--- config.mk ---
export PLATFORM = sky130hd
export DESIGN_NAME = lzc_norm_pipe
export DESIGN_NICKNAME = d
export VERILOG_FILES = /design/src/rtl/lzc_norm_pipe_pkg.sv /design/src/rtl/lzc_norm_pipe_stage.sv /design/src/rtl/lzc_norm_pipe.sv
export SDC_FILE = /design/constraint.sdc
export NUM_CORES = 1
export LEC_CHECK = 0
export BUFFER_PORTS_ARGS = -buffer_cell sky130_fd_sc_hd__buf_2
export CAP_MARGIN = 20
export CORE_UTILIZATION = 34
export CTS_BUF_LIST = sky130_fd_sc_hd__clkbuf_4 sky130_fd_sc_hd__clkbuf_8
export CTS_CLUSTER_SIZE = 30
export DETAILED_ROUTE_END_ITERATION = 8
export SYNTH_ARGS = -nofsm -noshare
export SYNTH_HDL_FRONTEND = slang
export SYNTH_HIERARCHICAL = 1
export SYNTH_SLANG_ARGS = --single-unit
--- constraint.sdc ---
create_clock -name clk -period 7.2 [get_ports clk]
set_input_delay 0.72 -clock clk [delete_from_list [all_inputs] [get_ports clk]]
set_output_delay 0.72 -clock clk [all_outputs]
set_load 0.02 [all_outputs]
--- src/rtl/lzc_norm_pipe_pkg.sv ---
// Shared definitions for the leading-zero counter and its normalizer pipeline (package lzc_pkg).
// The per-stage payload is sized for the widest supported word; narrower users keep the upper bits at zero.
package lzc_pkg;

  localparam int unsigned LZC_MAX_W = 64;
  localparam int unsigned LZC_MAX_C = 6;

  function automatic bit is_pow2(input int unsigned v);
    return (v != 0) && ((v & (v - 1)) == 0);
  endfunction

  function automatic int unsigned lzc_count_w(input int unsigned w);
    return (w < 2) ? 1 : $clog2(w);
  endfunction

  typedef struct packed {
    logic [LZC_MAX_W-1:0] data;
    logic [LZC_MAX_C-1:0] shift;
    logic                 zero;
    logic                 err;
  } lzc_payload_t;

endpackage

--- src/rtl/lzc_norm_pipe_stage.sv ---
// One barrel-shift level of the normalizer: shifts left by SHAMT when that bit of the shift amount is set.
// With LZC_NORM_PIPE_CHECK_EN the final (SHAMT == 1) stage also computes the count/data mismatch flag.
module lzc_norm_stage
  import lzc_pkg::*;
#(
  parameter int unsigned WIDTH = 16,
  parameter int unsigned SHAMT = 1
) (
  input  logic         clk,
  input  logic         rst_n,
  input  logic         valid_i,
  output logic         ready_o,
  input  lzc_payload_t pay_i,
  output logic         valid_o,
  input  logic         ready_i,
  output lzc_payload_t pay_o
);

  localparam int unsigned          SEL  = $clog2(SHAMT);
  localparam logic [LZC_MAX_W-1:0] MASK = {LZC_MAX_W{1'b1}} >> (LZC_MAX_W - WIDTH);

  logic         valid_q;
  lzc_payload_t pay_q;
  lzc_payload_t pay_d;

  // Loads when empty or when the next stage drains us in the same cycle.
  assign ready_o = !valid_q || ready_i;

  always_comb begin
    pay_d = pay_i;
    if (pay_i.shift[SEL]) begin
      pay_d.data = (pay_i.data << SHAMT) & MASK;
    end
`ifdef LZC_NORM_PIPE_CHECK_EN
    if (SHAMT == 1) begin
      pay_d.err = pay_i.zero ? (pay_d.data != '0) : ~pay_d.data[WIDTH-1];
    end
`endif
  end

  always_ff @(posedge clk or negedge rst_n) begin
    if (!rst_n) begin
      valid_q <= 1'b0;
      pay_q   <= '0;
    end else if (ready_o) begin
      valid_q <= valid_i;
      if (valid_i) begin
        pay_q <= pay_d;
      end
    end
  end

  assign valid_o = valid_q;
  assign pay_o   = pay_q;

endmodule

--- src/rtl/lzc_norm_pipe.sv ---
// Pipelined left-normalizer fed by the LZC's inverted count and non-zero flag; one shift level per stage.
// Optional macro LZC_NORM_PIPE_CHECK_EN drives out_err with a count/data mismatch check; otherwise out_err is 0.
module lzc_norm_pipe
  import lzc_pkg::*;
#(
  parameter  int unsigned WIDTH = 16,
  localparam int unsigned COUNT = lzc_count_w(WIDTH)
) (
  input  logic             clk,
  input  logic             rst_n,
  input  logic             in_valid,
  output logic             in_ready,
  input  logic [WIDTH-1:0] in_data,
  input  logic [COUNT-1:0] in_n_z,
  input  logic             in_n_v,
  output logic             out_valid,
  input  logic             out_ready,
  output logic [WIDTH-1:0] out_data,
  output logic [COUNT-1:0] out_shift,
  output logic             out_zero,
  output logic             out_err
);

  if (!is_pow2(WIDTH) || (WIDTH < 2) || (WIDTH > LZC_MAX_W)) begin : g_bad_width
    $error("lzc_norm_pipe: WIDTH must be a power of two in [2, %0d]", LZC_MAX_W);
  end

  logic [COUNT-1:0] s_amt;
  lzc_payload_t     pay_in;
  lzc_payload_t     pay_out;
  logic             unused_hi;

  assign s_amt = in_n_v ? ~in_n_z : '0;

  always_comb begin
    pay_in       = '0;
    pay_in.data  = LZC_MAX_W'(in_data);
    pay_in.shift = LZC_MAX_C'(s_amt);
    pay_in.zero  = ~in_n_v;
  end

  // Stage k handles shift bit COUNT-1-k, so the largest shift happens first.
  for (genvar k = 0; k < COUNT; k++) begin : g_stage
    logic         vin;
    logic         rdy;
    logic         vld;
    logic         rnxt;
    lzc_payload_t pin;
    lzc_payload_t pay;

    if (k == 0) begin : g_head
      assign vin = in_valid;
      assign pin = pay_in;
    end else begin : g_body
      assign vin = g_stage[k-1].vld;
      assign pin = g_stage[k-1].pay;
    end

    if (k == COUNT - 1) begin : g_tail
      assign rnxt = out_ready;
    end else begin : g_mid
      assign rnxt = g_stage[k+1].rdy;
    end

    lzc_norm_stage #(
      .WIDTH (WIDTH),
      .SHAMT (32'd1 << (COUNT - 1 - k))
    ) u_stage (
      .clk     (clk),
      .rst_n   (rst_n),
      .valid_i (vin),
      .ready_o (rdy),
      .pay_i   (pin),
      .valid_o (vld),
      .ready_i (rnxt),
      .pay_o   (pay)
    );
  end

  assign in_ready  = g_stage[0].rdy;
  assign out_valid = g_stage[COUNT-1].vld;
  assign pay_out   = g_stage[COUNT-1].pay;
  assign out_data  = pay_out.data[WIDTH-1:0];
  assign out_shift = pay_out.shift[COUNT-1:0];
  assign out_zero  = pay_out.zero;

`ifdef LZC_NORM_PIPE_CHECK_EN
  assign out_err   = pay_out.err;
  assign unused_hi = ^{pay_out.data >> WIDTH, pay_out.shift >> COUNT};
`else
  assign out_err   = 1'b0;
  assign unused_hi = ^{pay_out.data >> WIDTH, pay_out.shift >> COUNT, pay_out.err};
`endif

endmodule

# Word level (Yosys, flattened, before mapping)
# Index checks and enable logic that the tools add are counted.
# word_totals
elab_cells	35
in_bits	25
register_bits	88
out_inout_bits	24
# op_classes
n_bitwise	2
reduce_logical	12
muxes	5
# op_table
op	n
$mux W16	4
$reduce_and A2 Y1	4
$logic_not A1 Y1	4
$logic_or A1 B1 Y1	4
$mux W4	1
$not A4 Y4	1
$not A1 Y1	1

# Logic depth before layout (Yosys ltp)
# depth
ltp_word	6
depth_mapped	13
depth_no_buf	6

# Cells and area by module
# Netlist, hierarchy kept.
# modules_own_cells
mod	seq_area_each_um2	cells_per_inst	area_per_inst_um2	instances
lzc_norm_stage at g_stage[1].u_stage	1826.8	243	3567.2	1
lzc_norm_stage at g_stage[0].u_stage	1826.8	237	3527.1	1
lzc_norm_stage at g_stage[3].u_stage	1826.8	247	3369.5	1
lzc_norm_stage at g_stage[2].u_stage	1826.8	245	3301.9	1
lzc_norm_pipe	0.0	7	50.0	1

# Worst setup path before layout
# No wires, ideal clock.
# synth_path
path_kind	in2out
startpoint	input out_ready
endpoint	output in_ready
t_arrival_ps	2780
t_required_ps	6480
path_slack_ps	3700
path_buffers	7
stages	11
cell_sequence	nand2b_1 > buf_4 > clkbuf_1 > nand2b_4 > clkbuf_1 > nand2b_4 > buf_12 > clkbuf_1 > nand2b_4 > buf_12 > buf_2
# synth_via
elab_chain_cells	4
# synth_lines
element	line_no	source
start, declared	lzc_norm_pipe.sv:17	input logic out_ready,
$logic_or A1 B1 Y1	lzc_norm_pipe_stage.sv:27	assign ready_o = !valid_q || ready_i;
via g_stage[2].rnxt	lzc_norm_pipe.sv:47	logic rnxt;
$logic_or A1 B1 Y1	lzc_norm_pipe_stage.sv:27	
via g_stage[1].rnxt	lzc_norm_pipe.sv:47	
$logic_or A1 B1 Y1	lzc_norm_pipe_stage.sv:27	
via g_stage[0].rnxt	lzc_norm_pipe.sv:47	
$logic_or A1 B1 Y1	lzc_norm_pipe_stage.sv:27	
end, declared	lzc_norm_pipe.sv:12	output logic in_ready,
# The timed path passes the listed nets, and every way through them passes these cells.

# Final worst setup path
# layout_path
startpoint	register g_stage[2].u_stage.valid_q
endpoint	output in_ready
# layout_via
elab_chain_cells	4
# layout_lines
element	line_no	source
start, declared	lzc_norm_pipe_stage.sv:22	logic valid_q;
start signal, assigned	lzc_norm_pipe_stage.sv:46	valid_q <= valid_i;
$logic_not A1 Y1	lzc_norm_pipe_stage.sv:27	
$logic_or A1 B1 Y1	lzc_norm_pipe_stage.sv:27	
via g_stage[1].rnxt	lzc_norm_pipe.sv:47	
$logic_or A1 B1 Y1	lzc_norm_pipe_stage.sv:27	
via g_stage[0].rnxt	lzc_norm_pipe.sv:47	
$logic_or A1 B1 Y1	lzc_norm_pipe_stage.sv:27	
# The timed path passes the listed nets, and every way through them passes these cells.

==> impl.org <==
** Floorplanning
- Core Footprint :: 12,200 µm²
- The initial utilization of the core area, before any placement, comes to 35.5%.
- Height of the die :: 115 µm
- Die X :: 115 µm
- I/O pin count :: 49
- Number of cell rows :: 40
- The die covers 13,200 µm².

** Detailed routing
- The first detailed-routing pass ran for 4 iterations.
- For this run, design rule violations remaining after detail routing come to 0.
- The detail route stage leaves a number of antenna-violating nets equal to 0.
- The detailed router finished its first iteration with 186 violations.
- The routed layout has 2,545 vias.
- After detailed routing, the total wire length is 7110 µm.
- Routed len/inst :: 13.3 µm
- Dividing the detail-routed via count by the number of cells gives 4.75.

** STA
- Worst slew margin relative to its limit :: 34.3%
- Final period demand of the worst path :: 3.44 ns
- Measured slew at the worst slew-check pin :: 0.986 ns
- Based on the critical path, the design can be clocked at up to 291 MHz.
- Final setup vio count :: 0
- The final max-slew violation count came to 0.
- Unrepaired setup endpoints after global routing :: no
- Hold Fails Final Rpt :: 0
- The clock arrives with 0.00728 ns of skew.
- Adding up every negative setup slack in the final design gives 0 ns.
- Share of the clock period used by the worst path after layout :: 47.7%

** Finish
- Count of fill cells added during filler insertion :: 1,229
- Registers take 2200 µm².
- Number of nets in the layout :: 388
- Number of antenna repair diodes :: 0
- Area growth from synthesis to final layout :: 7.72%
- Finished Layout Cells :: 536
- Design Area, Final :: 4660 µm²
- Cells with a size suffix above 1 make up 30.2% of the layout.
- Summing all multi-input logic gate instances after layout gives 1780 µm².

** Yosys
- Synthesis produced 350 cells.
- During synthesis, Yosys emitted a total of 6 warnings.
- The number of nets in the synthesized netlist is 375.
- Average cell area after synthesis :: 12.4 µm²
- In this run the cell area of the synthesized design comes to 4330 µm².

** CTS
- Clock tree from TritonCTS :: built
- Number of clock sinks seen by CTS :: 88
- Hold repair after CTS inserted 0 buffers.
- Level count of the clock H-tree :: 3
- The clock passes through at most 2 buffers.
- Clk pin slew, worst setup/hold paths :: 0.08 ns
- Buffers inserted during clock tree synthesis total 9.
- In this run the post-CTS setup repair buffer count came out at 0.
- Number of gates resized after cts :: 0
- For the worst-skew pair, the clock arrives at the later sink with an insertion delay of 0.35 ns.
- The root buffer cell chosen for the clock tree is sky130_fd_sc_hd__clkbuf_8.

** Worst setup path
- Maximum fanout along the worst path :: 33
- Critical path start-end classification :: reg2out
- Critical Path Source Type :: flop
- Arrival time at the worst endpoint :: 2.72 ns
- CP Capture Type :: output pin
- Worst Setup SP :: g_stage[2].u_stage/valid_o$_DFFE_PN0P_
- Required arrival time at the worst endpoint :: 6.48 ns
- The worst register-to-register path begins at g_stage[2].u_stage/valid_o$_DFFE_PN0P_.

** Global route
- Wire length of the first global-routing pass :: 11,900 µm
- The number of antenna violations at the first check in global routing was 0.
- Maximum number of pins on one net before global-route repair :: 89
- Sum of overflow across all layers after global routing :: 0
- Vias in the first global route :: 2,355
- Global routing used 11.5% of the available tracks across all layers.

** Worst hold path
- Hold Crit Class :: in2async

** Place
- In this run the cell area measured after placement is 4430 µm².
- At the end of routability-driven placement, the weighted congestion stood at 0.698.
- Detailed placement finished with a half-perimeter wire length of 4840 µm.
- The count of buffers added on input and output ports is 47.
- Number of cells after detailed placement :: 518

** Run status
- The run finished with clean final reports.

** Pwr
- Across the VDD grid, the largest voltage drop is 0.0000975 V.
- Dividing total power by cell area gives a power density of 327 nW/µm².
- Leakage :: 2.01 nW

** Flow run
- Total of max-cap violations :: 0
[worst paths after layout]
| kind | to | slack (ns) | depth (start not counted) |
|---|---|---|---|
| max | in_ready | 3.76 | 4 |
| min | g_stage[3].u_stage/pay_o[20]$_DFFE_PN0P_ | 0.32 | 1 |
| max reg2reg | g_stage[0].u_stage/pay_o[5]$_DFFE_PN0P_ | 4.40 | 5 |
| min reg2reg | g_stage[3].u_stage/pay_o[3]$_DFFE_PN0P_ | 0.51 | 1 |
| max in group asynchronous | g_stage[0].u_stage/pay_o[5]$_DFFE_PN0P_ | 6.28 | 2 |
| min in group clk | g_stage[3].u_stage/pay_o[3]$_DFFE_PN0P_ | 0.51 | 1 |
[cell usage in the layout (no fill, tap or decap), types with 4 or more instances in the layout]
| cell type | n |
|---|---|
| sky130_fd_sc_hd__dfrtp_1 | 88 |
| sky130_fd_sc_hd__mux2i_1 | 49 |
| sky130_fd_sc_hd__a21oi_1 | 49 |
| sky130_fd_sc_hd__a31oi_1 | 49 |
| sky130_fd_sc_hd__buf_2 | 46 |
| sky130_fd_sc_hd__mux2_4 | 22 |
| sky130_fd_sc_hd__nor2b_1 | 15 |
| sky130_fd_sc_hd__mux2_2 | 13 |
| sky130_fd_sc_hd__clkbuf_8 | 10 |
| sky130_fd_sc_hd__nand2b_1 | 5 |
| sky130_fd_sc_hd__and2b_2 | 4 |
[routing by layer]
metal | up-vias | part of all wire, % | track usage [%]
li1 | 1286 | - | -
met1 | 1185 | 53 | 17.0
met2 | 66 | 41 | 15.7
met3 | 8 | 4.6 | 3.11
met4 | 0 | 1.4 | 4.42
met5 | - | 0 | 0
[flip-flops by register name (all words and copies together) (netlist names)]
| name | flops |
|---|---|
| g_stage.u_stage/valid_o | 4 |
| g_stage.u_stage/pay_o | 84 |
[report_power, final]
part	internal (W)	switching [W]
Combinational	0.000223	0.000216
Sequential	0.000643	0.000137
Clock	0.000137	0.000167
[area by class of cell]
cell class	count	share of cell area (%)
multi-input cells	214	38.1
clock inverters	5	0.698
well taps	168	4.51
inverters	1	0.0805
flip-flops and latches	88	47.2
repair buffers	49	6.28
clock buffers	11	3.11
[worst max-delay path: stages, from the launching register on]
cell and delay (ns):
sky130_fd_sc_hd__dfrtp_1 1.00, sky130_fd_sc_hd__nand2b_4 0.36, sky130_fd_sc_hd__nand2b_4 0.39, sky130_fd_sc_hd__nand2b_4 0.35, sky130_fd_sc_hd__buf_2 0.25
[per-stage QoR]
step	util, %	power, W	hold WS [ns]	worst slack (ns)
floorplan	-	0.00113	0.424	3.70
global placement	36.3	0.00122	0.489	3.41
detailed placement	36.3	0.00123	0.487	3.36
CTS	37.7	0.00154	0.505	3.33
global route	38.2	0.00162	0.335	3.54
finish	38.2	0.00152	0.316	3.76
(Power assumes the default switching activity.)
